**config.mk**
```make
export PLATFORM = sky130hd
export DESIGN_NAME = stream_pool_stage
export DESIGN_NICKNAME = d
export VERILOG_FILES = /design/src/rtl/stream_pool_stage_pkg.sv /design/src/rtl/stream_pool_stage_lane.sv /design/src/rtl/stream_pool_stage.sv
export SDC_FILE = /design/constraint.sdc
export NUM_CORES = 1
export LEC_CHECK = 0
export CORE_ASPECT_RATIO = 1.75
export CORE_MARGIN = 10
export CORE_UTILIZATION = 50
export DETAILED_ROUTE_END_ITERATION = 7
export HOLD_SLACK_MARGIN = 0.12
export PLACE_DENSITY = 0.67
export SYNTH_ARGS = -nofsm -noshare
export SYNTH_HDL_FRONTEND = slang
export SYNTH_SLANG_ARGS = --single-unit
```
**constraint.sdc**
```tcl
create_clock -name clk -period 8.1 [get_ports clk]
set_input_delay 1.62 -clock clk [delete_from_list [all_inputs] [get_ports clk]]
set_output_delay 1.62 -clock clk [all_outputs]
set_load 0.02 [all_outputs]
```
**src/rtl/stream_pool_stage_pkg.sv**
```systemverilog
// Shared definitions for the stream pooling stage: mode encodings and window log2 helper.
package stream_pool_stage_pkg;

  localparam int unsigned MODE_MAX = 0;
  localparam int unsigned MODE_AVG = 1;

  // log2 of the pooling window size (exact for powers of two)
  function automatic int unsigned clog2k(input int unsigned k);
    int unsigned r;
    r = 0;
    while ((32'd1 << r) < k) r++;
    return r;
  endfunction

endpackage

```
**src/rtl/stream_pool_stage_lane.sv**
```systemverilog
// One channel lane: horizontal window combine, line-buffer vertical combine, final scaling.
module pool_lane
  import stream_pool_stage_pkg::*;
#(
  parameter int unsigned DW    = 9,
  parameter int unsigned K     = 2,
  parameter int unsigned IMG_W = 28,
  parameter int unsigned MODE  = MODE_MAX,
  parameter int unsigned SW    = 4
) (
  input  logic          clk,
  input  logic          reset,
  input  logic          en,
  input  logic          first,
  input  logic          last,
  input  logic          row0,
  input  logic          rowlast,
  input  logic [SW-1:0] slot,
  input  logic [DW-1:0] din,
  output logic [DW-1:0] dout
);

  localparam int unsigned L     = clog2k(K);
  localparam int unsigned AW    = DW + 2 * L;
  localparam int unsigned NSLOT = IMG_W / K;

  logic signed [AW-1:0] hacc;
  logic signed [AW-1:0] x_c, part_c, vert_c, scaled_c;
  logic signed [AW-1:0] lbuf [NSLOT];

  function automatic logic signed [AW-1:0] combine(input logic signed [AW-1:0] a,
                                                   input logic signed [AW-1:0] b);
    if (MODE == MODE_AVG) return a + b;
    return (a > b) ? a : b;
  endfunction

  always_comb begin
    x_c      = AW'($signed(din));
    part_c   = first ? x_c : combine(hacc, x_c);
    vert_c   = combine(lbuf[slot], part_c);
    scaled_c = (MODE == MODE_AVG) ? (vert_c >>> (2 * L)) : vert_c;
  end

  always_ff @(posedge clk or negedge reset) begin
    if (!reset) begin
      hacc <= '0;
      dout <= '0;
    end else if (en) begin
      hacc <= part_c;
      if (last && rowlast) dout <= DW'(scaled_c);
    end
  end

  // Line buffer is deliberately unreset: the first window row always overwrites a slot before use
  always_ff @(posedge clk) begin
    if (en && last && !rowlast) lbuf[slot] <= row0 ? part_c : vert_c;
  end

endmodule

```
**src/rtl/stream_pool_stage.sv**
```systemverilog
// KxK stride-K pooling over a raster pixel stream, NCH lanes sharing one column/row control path.
module stream_pool_stage
  import stream_pool_stage_pkg::*;
#(
  parameter int unsigned DW    = 9,
  parameter int unsigned NCH   = 6,
  parameter int unsigned IMG_W = 28,
  parameter int unsigned K     = 2,
  parameter int unsigned MODE  = MODE_MAX
) (
  input  logic              clk,
  input  logic              reset,
  input  logic              in_valid,
  input  logic              in_sof,
  input  logic [NCH*DW-1:0] in_data,
  output logic              out_valid,
  output logic [NCH*DW-1:0] out_data,
  output logic              out_row_end
);

  localparam int unsigned L     = clog2k(K);
  localparam int unsigned NSLOT = IMG_W / K;
  localparam int unsigned USED  = NSLOT * K;
  localparam int unsigned CW    = (IMG_W > 1) ? $clog2(IMG_W) : 1;
  localparam int unsigned SW    = (NSLOT > 1) ? $clog2(NSLOT) : 1;

  logic [CW-1:0] col, col_c;
  logic [L-1:0]  wr, wr_c;
  logic [SW-1:0] slot_c;
  logic          sof_c, en_c, first_c, last_c, row0_c, rowlast_c, fire_c;

  // A start-of-frame beat restarts the raster position, dropping any partial window
  always_comb begin
    sof_c     = in_valid && in_sof;
    col_c     = sof_c ? '0 : col;
    wr_c      = sof_c ? '0 : wr;
    slot_c    = SW'(col_c >> L);
    first_c   = (col_c[L-1:0] == '0);
    last_c    = (col_c[L-1:0] == L'(K - 1));
    row0_c    = (wr_c == '0);
    rowlast_c = (wr_c == L'(K - 1));
    en_c      = in_valid && (32'(col_c) < USED);
    fire_c    = en_c && last_c && rowlast_c;
  end

  always_ff @(posedge clk or negedge reset) begin
    if (!reset) begin
      col         <= '0;
      wr          <= '0;
      out_valid   <= 1'b0;
      out_row_end <= 1'b0;
    end else begin
      out_valid   <= fire_c;
      out_row_end <= fire_c && (slot_c == SW'(NSLOT - 1));
      if (in_valid) begin
        if (col_c == CW'(IMG_W - 1)) begin
          col <= '0;
          wr  <= rowlast_c ? '0 : wr_c + L'(1);
        end else begin
          col <= col_c + CW'(1);
          wr  <= wr_c;
        end
      end
    end
  end

  for (genvar n = 0; n < NCH; n++) begin : g_lane
    pool_lane #(
      .DW   (DW),
      .K    (K),
      .IMG_W(IMG_W),
      .MODE (MODE),
      .SW   (SW)
    ) u_lane (
      .clk    (clk),
      .reset  (reset),
      .en     (en_c),
      .first  (first_c),
      .last   (last_c),
      .row0   (row0_c),
      .rowlast(rowlast_c),
      .slot   (slot_c),
      .din    (in_data[n*DW +: DW]),
      .dout   (out_data[n*DW +: DW])
    );
  end

endmodule

```
### After elaboration in Yosys (flattened, before gate mapping)

Memory sizes are Yosys's and may differ from the RTL's.
Index checks and enable logic that the tools add are counted.

| cells by class | value |
|---|---|
| $add $sub $neg | 2 |
| magnitude comparators | 13 |
| equality and inequality tests | 2 |
| mux-type cells | 31 |
| reduce and logical (&&, ||, !) cells | 9 |

Operators by type and width:

| kind | number |
|---|---|
| 11-bit two-way mux | 24 |
| 11-bit greater-than comparator | 6 |
| 11-bit by 9-bit greater-than comparator with 1-bit output | 6 |
| 5-bit two-way mux | 2 |
| 1-bit logical AND | 7 |
| 5-bit by 1-bit adder with 5-bit output (second input constant) | 1 |
| 5-bit == test (second input constant) | 1 |
| 5-bit < comparator (second input constant) | 1 |
| 1-bit two-way mux | 5 |
| 4-bit == test (second input constant) | 1 |
| 2-bit AND reduction | 1 |
| 1-bit adder (second input constant) | 1 |
| 1-bit logical NOT | 1 |

| storage, ports and cells | value |
|---|---|
| register bits after elaboration | 128 |
| memory bits (writable) | 924 |
| bits of input ports | 58 |
| output and inout bits | 56 |
| logic and storage cells | 79 |
| memories kept | 6 |

Memories:

| memory | depth | width | rd ports | clocked after Yosys merged registers in | write ports | line | text |
|---|---|---|---|---|---|---|---|
| g_lane[0].u_lane.lbuf | 14 | 11 | 1 | 0 | 1 | stream_pool_stage_lane.sv:29 | `logic signed [AW-1:0] lbuf [NSLOT];` |
| g_lane[1].u_lane.lbuf | 14 | 11 | 1 | 0 | 1 | stream_pool_stage_lane.sv:29 |  |
| g_lane[2].u_lane.lbuf | 14 | 11 | 1 | 0 | 1 | stream_pool_stage_lane.sv:29 |  |
| g_lane[3].u_lane.lbuf | 14 | 11 | 1 | 0 | 1 | stream_pool_stage_lane.sv:29 |  |
| g_lane[4].u_lane.lbuf | 14 | 11 | 1 | 0 | 1 | stream_pool_stage_lane.sv:29 |  |
| g_lane[5].u_lane.lbuf | 14 | 11 | 1 | 0 | 1 | stream_pool_stage_lane.sv:29 |  |

### Logic depth before layout (Yosys ltp)

Gate-level depths: netlist of the first run.

| depth | value |
|---|---|
| depth after elaboration | 8 |
| mapped depth | 23 |
| mapped depth without buffers | 17 |

### By module

A second synthesis of the first run with hierarchy kept.

| second synthesis, totals | value |
|---|---|
| cell total of the unflattened synthesis | 2797 |
| area total of the unflattened synthesis | 46683.5 sq um |

Modules (own cells, without submodules):

| module | times used | cells each | area each (sq um) | sequential area each (sq um) |
|---|---|---|---|---|
| pool_lane at g_lane[2].u_lane ... | 4 | 453 | 7709.9 | 5124.9 |
| pool_lane at g_lane[0].u_lane ... | 2 | 467 | 7682.4 | 5124.9 |
| stream_pool_stage | 1 | 51 | 479.2 | 200.2 |

### Worst setup path after synthesis of the first run

Ideal clock, no wire load.

| timing | value |
|---|---|
| path type | input port to flip-flop |
| from | in in_valid |
| to | mem g_lane[0].u_lane.lbuf[10][0] in the netlist's numbering, enable pin |
| library setup time | 491 ps |
| data arrival time | 5613 ps |
| required time | 7609 ps |
| path slack | 1996 ps |
| cell stages on the path | 9 |
| buffers on the path | 5 |
| cells stage by stage | buf_6 > and2_4 > buf_6 > nor2_4 > buf_4 > buf_4 > buf_2 > nand4_1 > nor2_1 |

| between the ends | value |
|---|---|
| longest elaborated chain between the ends | 8 |
| elaborated cells between the ends (all ways) | 10 |
| those cells by class | order compare (1); mux (4); reduce/logical (5) |

RTL lines:

| item | line | text |
|---|---|---|
| start: declaration | stream_pool_stage.sv:13 | `input logic in_valid,` |
| 1-bit logical AND | stream_pool_stage.sv:34 | `sof_c = in_valid && in_sof;` |
| 5-bit two-way mux | stream_pool_stage.sv:35 | `col_c = sof_c ? '0 : col;` |
| 5-bit < comparator | stream_pool_stage.sv:42 | `en_c = in_valid && (32'(col_c) < USED);` |
| 1-bit logical AND | stream_pool_stage.sv:42 |  |
| 1-bit logical AND (2 in series) | stream_pool_stage_lane.sv:56 | `if (en && last && !rowlast) lbuf[slot] <= row0 ? part_c : vert_c;` |
| 1-bit two-way mux (2 in series) | stream_pool_stage_lane.sv:56 |  |
| end: declaration | stream_pool_stage_lane.sv:29 |  |

Several ways; a longest one is shown, not always the timed one.

### Worst setup path in the final report of the first run

| timing | value |
|---|---|
| from | in in_sof |
| to | mem g_lane[2].u_lane.lbuf[3][10] in the netlist's numbering, data pin |

| between the ends | value |
|---|---|
| longest elaborated chain between the ends | 6 |
| elaborated cells between the ends (all ways) | 8 |
| those cells by class | order compare (1); mux (5); reduce/logical (1); memory (1) |

RTL lines:

| item | line | text |
|---|---|---|
| start: declaration | stream_pool_stage.sv:14 | `input logic in_sof,` |
| 1-bit logical AND * | stream_pool_stage.sv:34 |  |
| 5-bit two-way mux | stream_pool_stage.sv:35 |  |
| memory 14 x 11 bit / 11-bit two-way mux (equally long branches) | -- |  |
| 11-bit greater-than comparator | stream_pool_stage_lane.sv:34 | `return (a > b) ? a : b;` |
| 11-bit two-way mux | stream_pool_stage_lane.sv:34 |  |
| 11-bit two-way mux * | stream_pool_stage_lane.sv:56 |  |
| end: declaration | stream_pool_stage_lane.sv:29 |  |

Mark *: on every way between the ends. The rest lies on a longest branch, timed or not.

==> results of run 1 <==
-- per-layer routing --
layer | routed length (um) | up-vias | global-route usage, %
met5 | 13 | - | 0
met4 | 9300 | 2 | 16.6
met3 | 8900 | 382 | 3.78
met2 | 72200 | 1327 | 45.6
met1 | 48200 | 15463 | 28.1
li1 | - | 13669 | -
-- placed cells by master, fill, tap and decap left out, drive strengths merged, types with 60 or more instances in the layout --
cell	instances
dfrtp	128
buf	157
mux2i	266
nand4	60
edfxtp	924
o21ai	240
inv	119
ha	133
clkdlybuf4s50	112
nor2	156
nand2b	91
a21oi	278
nand2	287
o22ai	93
clkbuf	117
-- cells by family (layout without fill, tap and decap cells) --
kind of cell	after synthesis	count (layout)	share of synthesized area [%]
DFF	1052	1052	65.6
AOI/OAI and AO/OA	894	894	12.1
and+or+nand+nor	768	768	7.88
buffers and inverters	339	556	3.63
muxes	313	313	7.23
adders and majority gates	133	133	3.53
-- through the flow --
step | power [uW] | instance area (um^2) | util (%) | hold WS [ns] | instances
after floorplan | 11400 | 47100 | - | 0.450 | 3499
after global placement | 13800 | 50000 | 53.3 | 0.460 | 4751
after detailed placement | 13900 | 50000 | 53.3 | 0.466 | 4751
after CTS | 18400 | 53100 | 56.5 | 0.481 | 4924
after global routing | 19200 | 53100 | 56.5 | 0.489 | 4924
final | 18400 | 53100 | 56.5 | 0.475 | 4924
-- critical path: stages --
cell	delay, ns
clkdlybuf4s50_1	0.82
nand2_2	0.42
nand3_4	0.52
buf_4	0.34
a21oi_1	0.06
o21ai_0	0.12
nand2_1	0.10
a211oi_1	0.61
inv_1	0.11
ha_1	0.34
o211ai_1	0.12
a2111oi_0	0.43
or3_1	0.19
or2_1	0.10
buf_4	0.27
mux2i_1	0.97
-- final cells by class --
class | count | area (um^2) | area share [%]
flip-flops and latches | 1052 | 31000 | 58.3
multi-input cells | 2108 | 14600 | 27.6
repair buffers | 269 | 2500 | 4.72
clock buffers | 117 | 2440 | 4.59
well taps | 1208 | 1510 | 2.85
clock inverters | 56 | 619 | 1.17
inverters | 114 | 433 | 0.815
-- registers in the layout (all words and copies together), names as in the netlist --
signal,cells
col,5
g_lane.u_lane.lbuf,924
g_lane.u_lane.dout,54
wr,1
out_row_end,1
g_lane.u_lane.hacc,66
out_valid,1
-- power by group through the flow --
stage	sequential [uW]	combinational [uW]	clock, uW
2_1_floorplan	7550	3890	0
5_1_grt	7480	6950	4760
3_3_place_gp	7540	6290	0
6_report	7440	6450	4490
4_1_cts	7440	6410	4550
3_5_place_dp	7550	6380	0
-- final timing paths --
check / startpoint / endpoint / cells after the start
max reg2reg: col[1] / g_lane[2].u_lane.lbuf[3][10] / 14
min: g_lane[5].u_lane.dout[3] / g_lane[5].u_lane.dout[3] / 1
min reg2reg: g_lane[5].u_lane.dout[3] / g_lane[5].u_lane.dout[3] / 1
max: in_sof / g_lane[2].u_lane.lbuf[3][10] / 16
max in group asynchronous: reset / col[2] / 2
min in group asynchronous: reset / g_lane[1].u_lane.hacc[2] / 1
==> flow_summary.toml, run 1 <==
[cts]
cts_setup_buffers = 0
ctsLongestPathBuffers = 3
clock-sinks = 1052
clk_latency_ns = 0.72
numCtsBuffers = 92
cts_tree = "done"
ctsHoldBuffers = 0
cts-root-buf = "clkbuf_16"
path_clk_slew_ns = 0.06
cts_resized = 0
htreeDepth = 3

[sta]
worst_slew_pin_slew_ns = 1.14
maxSlewViolCount = 0
max_slew_margin_pct = 21.6
setup_viol = 0
setup_ws_ns = 1.28
timing_hold_violations_final = 0
finalCritPeriodShare_pct = 84.2
fin_worst_skew_ns = 0.0394
fin_setup_tns_ns = 0
grt_setup_unrepaired = "false"
period_needed_ns = 6.82
clock.fmax_mhz = 147

[pwr]
clockPowerShare_pct = 24.5
swShare_pct = 35.8
ir_worst_vdd_uv = 233
combPwrFrac_pct = 35.1
p_leak_uw = 0.0191
seqPwrFrac_pct = 40.5
p_per_area_nw_per_um2 = 346
p_int_uw = 11800
power_switching_uw = 6590

[yosys]
ys_async_sr_fraction_pct = 12.2
synth-warning-count = 0
synth.area.top_cells = "edfxtp_1 (59%), dfrtp_1 (6.8%), mux2i_1 (5.6%)"
synth_top_area_share_pct = 58.9
synth-edff-count = 924
yosys.area.top_type = "edfxtp_1"
ys_seq_area_share_pct = 65.6
ys_ff_latch = 1052
syn_inst = 3499
syn_nets = 3690
syn_area_per_cell_um2 = 13.5
synth_area_um2 = 47100
synth_top_cells_by_count = "edfxtp_1 (924), nand2_1 (286), a21oi_1 (276)"
synth_ff_type = "edfxtp_1"
synth_cell_types = 86
synth.most_common_cell = "edfxtp_1"

[grt]
grt_max_degree = 129
grt_pass1_wl_um = 202000
grt_overflow = 0
first_global_vias = 30631
track_usage_pct = 25.6
antenna_found_initial = 2

[route]
vias = 30843
first_pass_iters = 6
wl_per_cell_um = 28.2
viasPerCell = 6.26
drc = 0
wirelength_um = 139000
ant_nets = 0
drtIter0Drc = 2687

[placed_design]
hpwl_um = 85600
dp_slack_ns = 0.695
numPortBuffers = 113
routabilityCongestion = 0.955

[floorplan]
die_y_um = 426
core-area_um2 = 94000
ios = 114
die_w_um = 252
fp.dieArea_um2 = 107000
rows = 149
start_util_pct = 50.2

[finish]
nFillCells = 7541
antennaDiodeCount = 0
drive_gt1_share_pct = 11.0
syn_to_final_growth_pct = 12.6
layout.nets = 3828

[status]
outcome = "finished clean"

[flow_run]
maxCapViolCount = 0

[critical_path]
critPathMaxFanout = 18
crit_required_ns = 8.43
r2r_slack_ns = 2.09
critPathLaunchType = "input pin"
critical_path_class = "in -> reg"
crit_path_end_kind = "flop"
cp.arrival_ns = 7.15

[worst_hold_path]
hp-class = "reg -> reg"
Note: power is estimated with default switching activity, not from simulation.
==> run 2: changes to the inputs <==
--- a/config.mk
+++ b/config.mk
@@ -10,7 +10,7 @@
 export CORE_UTILIZATION = 50
 export DETAILED_ROUTE_END_ITERATION = 7
 export HOLD_SLACK_MARGIN = 0.12
-export PLACE_DENSITY = 0.67
+export PLACE_DENSITY = 0.69
 export SYNTH_ARGS = -nofsm -noshare
 export SYNTH_HDL_FRONTEND = slang
 export SYNTH_SLANG_ARGS = --single-unit
==> constraint.sdc (replaced) <==
create_clock -name clk -period 6 [get_ports clk]
set_input_delay 1.2 -clock clk [delete_from_list [all_inputs] [get_ports clk]]
set_output_delay 1.2 -clock clk [all_outputs]
set_load 0.02 [all_outputs]
==> run 2 against run 1 <==
Against the previous run:
- non-clock buffer count is 171 higher
- worst hold slack is essentially flat
- worst setup slack worse by 0.88 ns
- via count rose by 2.7%
- clock skew shrank 0.0050 ns
- core utilization grew 1.8 points
- first-iteration DRC count up 11%
- flip-flop and latch count unchanged
==> flow_summary.toml, run 2 (same netlist as run 1, synthesis figures left out) <==
[status]
outcome = "finished clean"

[sta]
max_slew_margin_pct = 25.4
fin_worst_skew_ns = 0.0344
timing_hold_violations_final = 0
fin_setup_tns_ns = 0
period_needed_ns = 5.59
clock.fmax_mhz = 179
maxSlewViolCount = 0
setup_viol = 0
finalCritPeriodShare_pct = 93.2
hold-worst-slack_ns = 0.475
worst_slew_pin_slew_ns = 1.12
setup_ws_ns = 0.406
grt_setup_unrepaired = "false"

[route]
first_pass_iters = 7
vias = 31661
drt-met1-wl_um = 47200
top_layer = "met4"
drtIter0Drc = 2984
wl_met3_um = 9430
wirelength_um = 142000
wl_met2_um = 73700
viasPerCell = 6.21
ant_nets = 0
drc = 0
wl_per_cell_um = 27.8

[worst_hold_path]
hp-class = "reg -> reg"

[cts]
clock-sinks = 1052
cts_resized = 0
path_clk_slew_ns = 0.06
htreeDepth = 3
cts_tree = "done"
numCtsBuffers = 93
ctsLongestPathBuffers = 3
ctsHoldBuffers = 0
clk_latency_ns = 0.70
cts_setup_buffers = 0
cts-root-buf = "clkbuf_16"

[critical_path]
crit_chain = "clkdlybuf4s50_1, inv_1, ha_1, and4_1, nand3_1, and3_2, a311oi_2, ha_1, a21oi_1, o211ai_1, a2111oi_0, or3_1, or2_1, buf_12, mux2i_1"
crit_path_end_kind = "flop"
critPathLaunchType = "input pin"
r2r_slack_ns = 0.89
cp_slowest_stage_delay_ns = 0.81
critPathCapture = "g_lane[2].u_lane.lbuf[6][10]"
cp.arrival_ns = 5.93
critPathBufInv = 3
crit_required_ns = 6.33
crit_path_frequent_cell = "ha_1"
cp-startpoint = "in_data[23]"
timing.rr.end = "g_lane[2].u_lane.lbuf[6][10]"
critical_path_class = "in -> reg"
cp.depth = 15
rr_worst_depth = 15
r2r_start = "col[2]"
critPathMaxFanout = 16
cpMaxStageDelayCell = "mux2i_1"
cpLargestDelayFamily = "compound AO/OA/AOI/OAI gates"

[finish]
top_register = "g_lane.u_lane.lbuf"
largest_reg_flops = 924
layout.nets = 4000
syn_to_final_growth_pct = 16.3
reg.largest.list = "g_lane.u_lane.lbuf (924), g_lane.u_lane.hacc (66), g_lane.u_lane.dout (54)"
drive_gt1_share_pct = 14.9
final_cell_mix = "edfxtp_1 (924), nand2_1 (285), buf_4 (277)"
layout_commonest_cell = "edfxtp_1"

[floorplan]
fp.dieArea_um2 = 107000
die_w_um = 252
start_util_pct = 50.2
core-area_um2 = 94000
ios = 114
rows = 149
die_y_um = 426

[placed_design]
dp_slack_ns = -0.272
routabilityCongestion = 0.940
hpwl_um = 88700
numPortBuffers = 113

[grt]
first_global_vias = 31610
grt_pass1_wl_um = 207000
grt_max_degree = 125
antenna_found_initial = 4
track_usage_pct = 26.2
grt_overflow = 0

[pwr]
ir_worst_vdd_uv = 253
p_leak_uw = 0.0201
p_per_area_nw_per_um2 = 469

[flow_run]
maxCapViolCount = 0
-- run 2: how the worst min path moves through the flow --
stage	cells after the start	start	end	slack, ns
3_3_place_gp	1	g_lane[1].u_lane.dout[4]	g_lane[1].u_lane.dout[4]	0.46
3_5_place_dp	1	g_lane[5].u_lane.dout[2]	g_lane[5].u_lane.dout[2]	0.47
5_1_grt	1	g_lane[5].u_lane.dout[2]	g_lane[5].u_lane.dout[2]	0.50
6_report	1	g_lane[1].u_lane.dout[8]	g_lane[1].u_lane.dout[8]	0.47
2_1_floorplan	2	g_lane[1].u_lane.hacc[0]	g_lane[1].u_lane.hacc[0]	0.45
4_1_cts	1	g_lane[1].u_lane.dout[8]	g_lane[1].u_lane.dout[8]	0.48
-- run 2: worst reg2reg max path, stage by stage (launching register included) --
cell and delay [ns]:
dfrtp_4 0.83, inv_4 0.11, nor2_4 0.30, buf_12 0.29
a21oi_1 0.13, o21ai_0 0.09, nand2_1 0.10, a211oi_1 0.28
inv_1 0.23, ha_1 0.36, o211ai_1 0.13, a2111oi_0 0.50
or3_1 0.21, or2_1 0.17, buf_12 0.19, mux2i_1 0.82
-- run 2: where the power goes --
| group | total [uW] | switching (uW) | internal (uW) |
|---|---|---|---|
| clock network | 6090 | 2710 | 3380 |
| logic | 9560 | 5920 | 3640 |
| registers | 10100 | 430 | 9620 |
-- run 2: cell type report --
cell class	count	area (um^2)
Tap cell	1208	1510
Sequential cell	1052	31000
Multi-Input combinational cell	2108	14600
Clock buffer	119	2520
Clock inverter	55	549
Fill cell	7331	39100
Inverter	114	433
Antenna cell	1	2.50
Timing Repair Buffer	440	4210
-- run 2: metrics by stage --
stage	instances	utilization, %	total power [uW]	area (um^2)
global route	5097	58.3	26800	54800
CTS	5096	58.3	25700	54800
detailed placement	4922	55.1	19700	51800
finish	5097	58.3	25700	54800
floorplan	3499	-	15500	47100
global placement	4922	55.1	19500	51800
-- run 2: routing by layer --
metal	GRT usage, %	vias to the layer above
li1	-	14018
met3	3.54	450
met2	47.2	1500
met5	0	-
met1	27.8	15693
met4	19.3	0
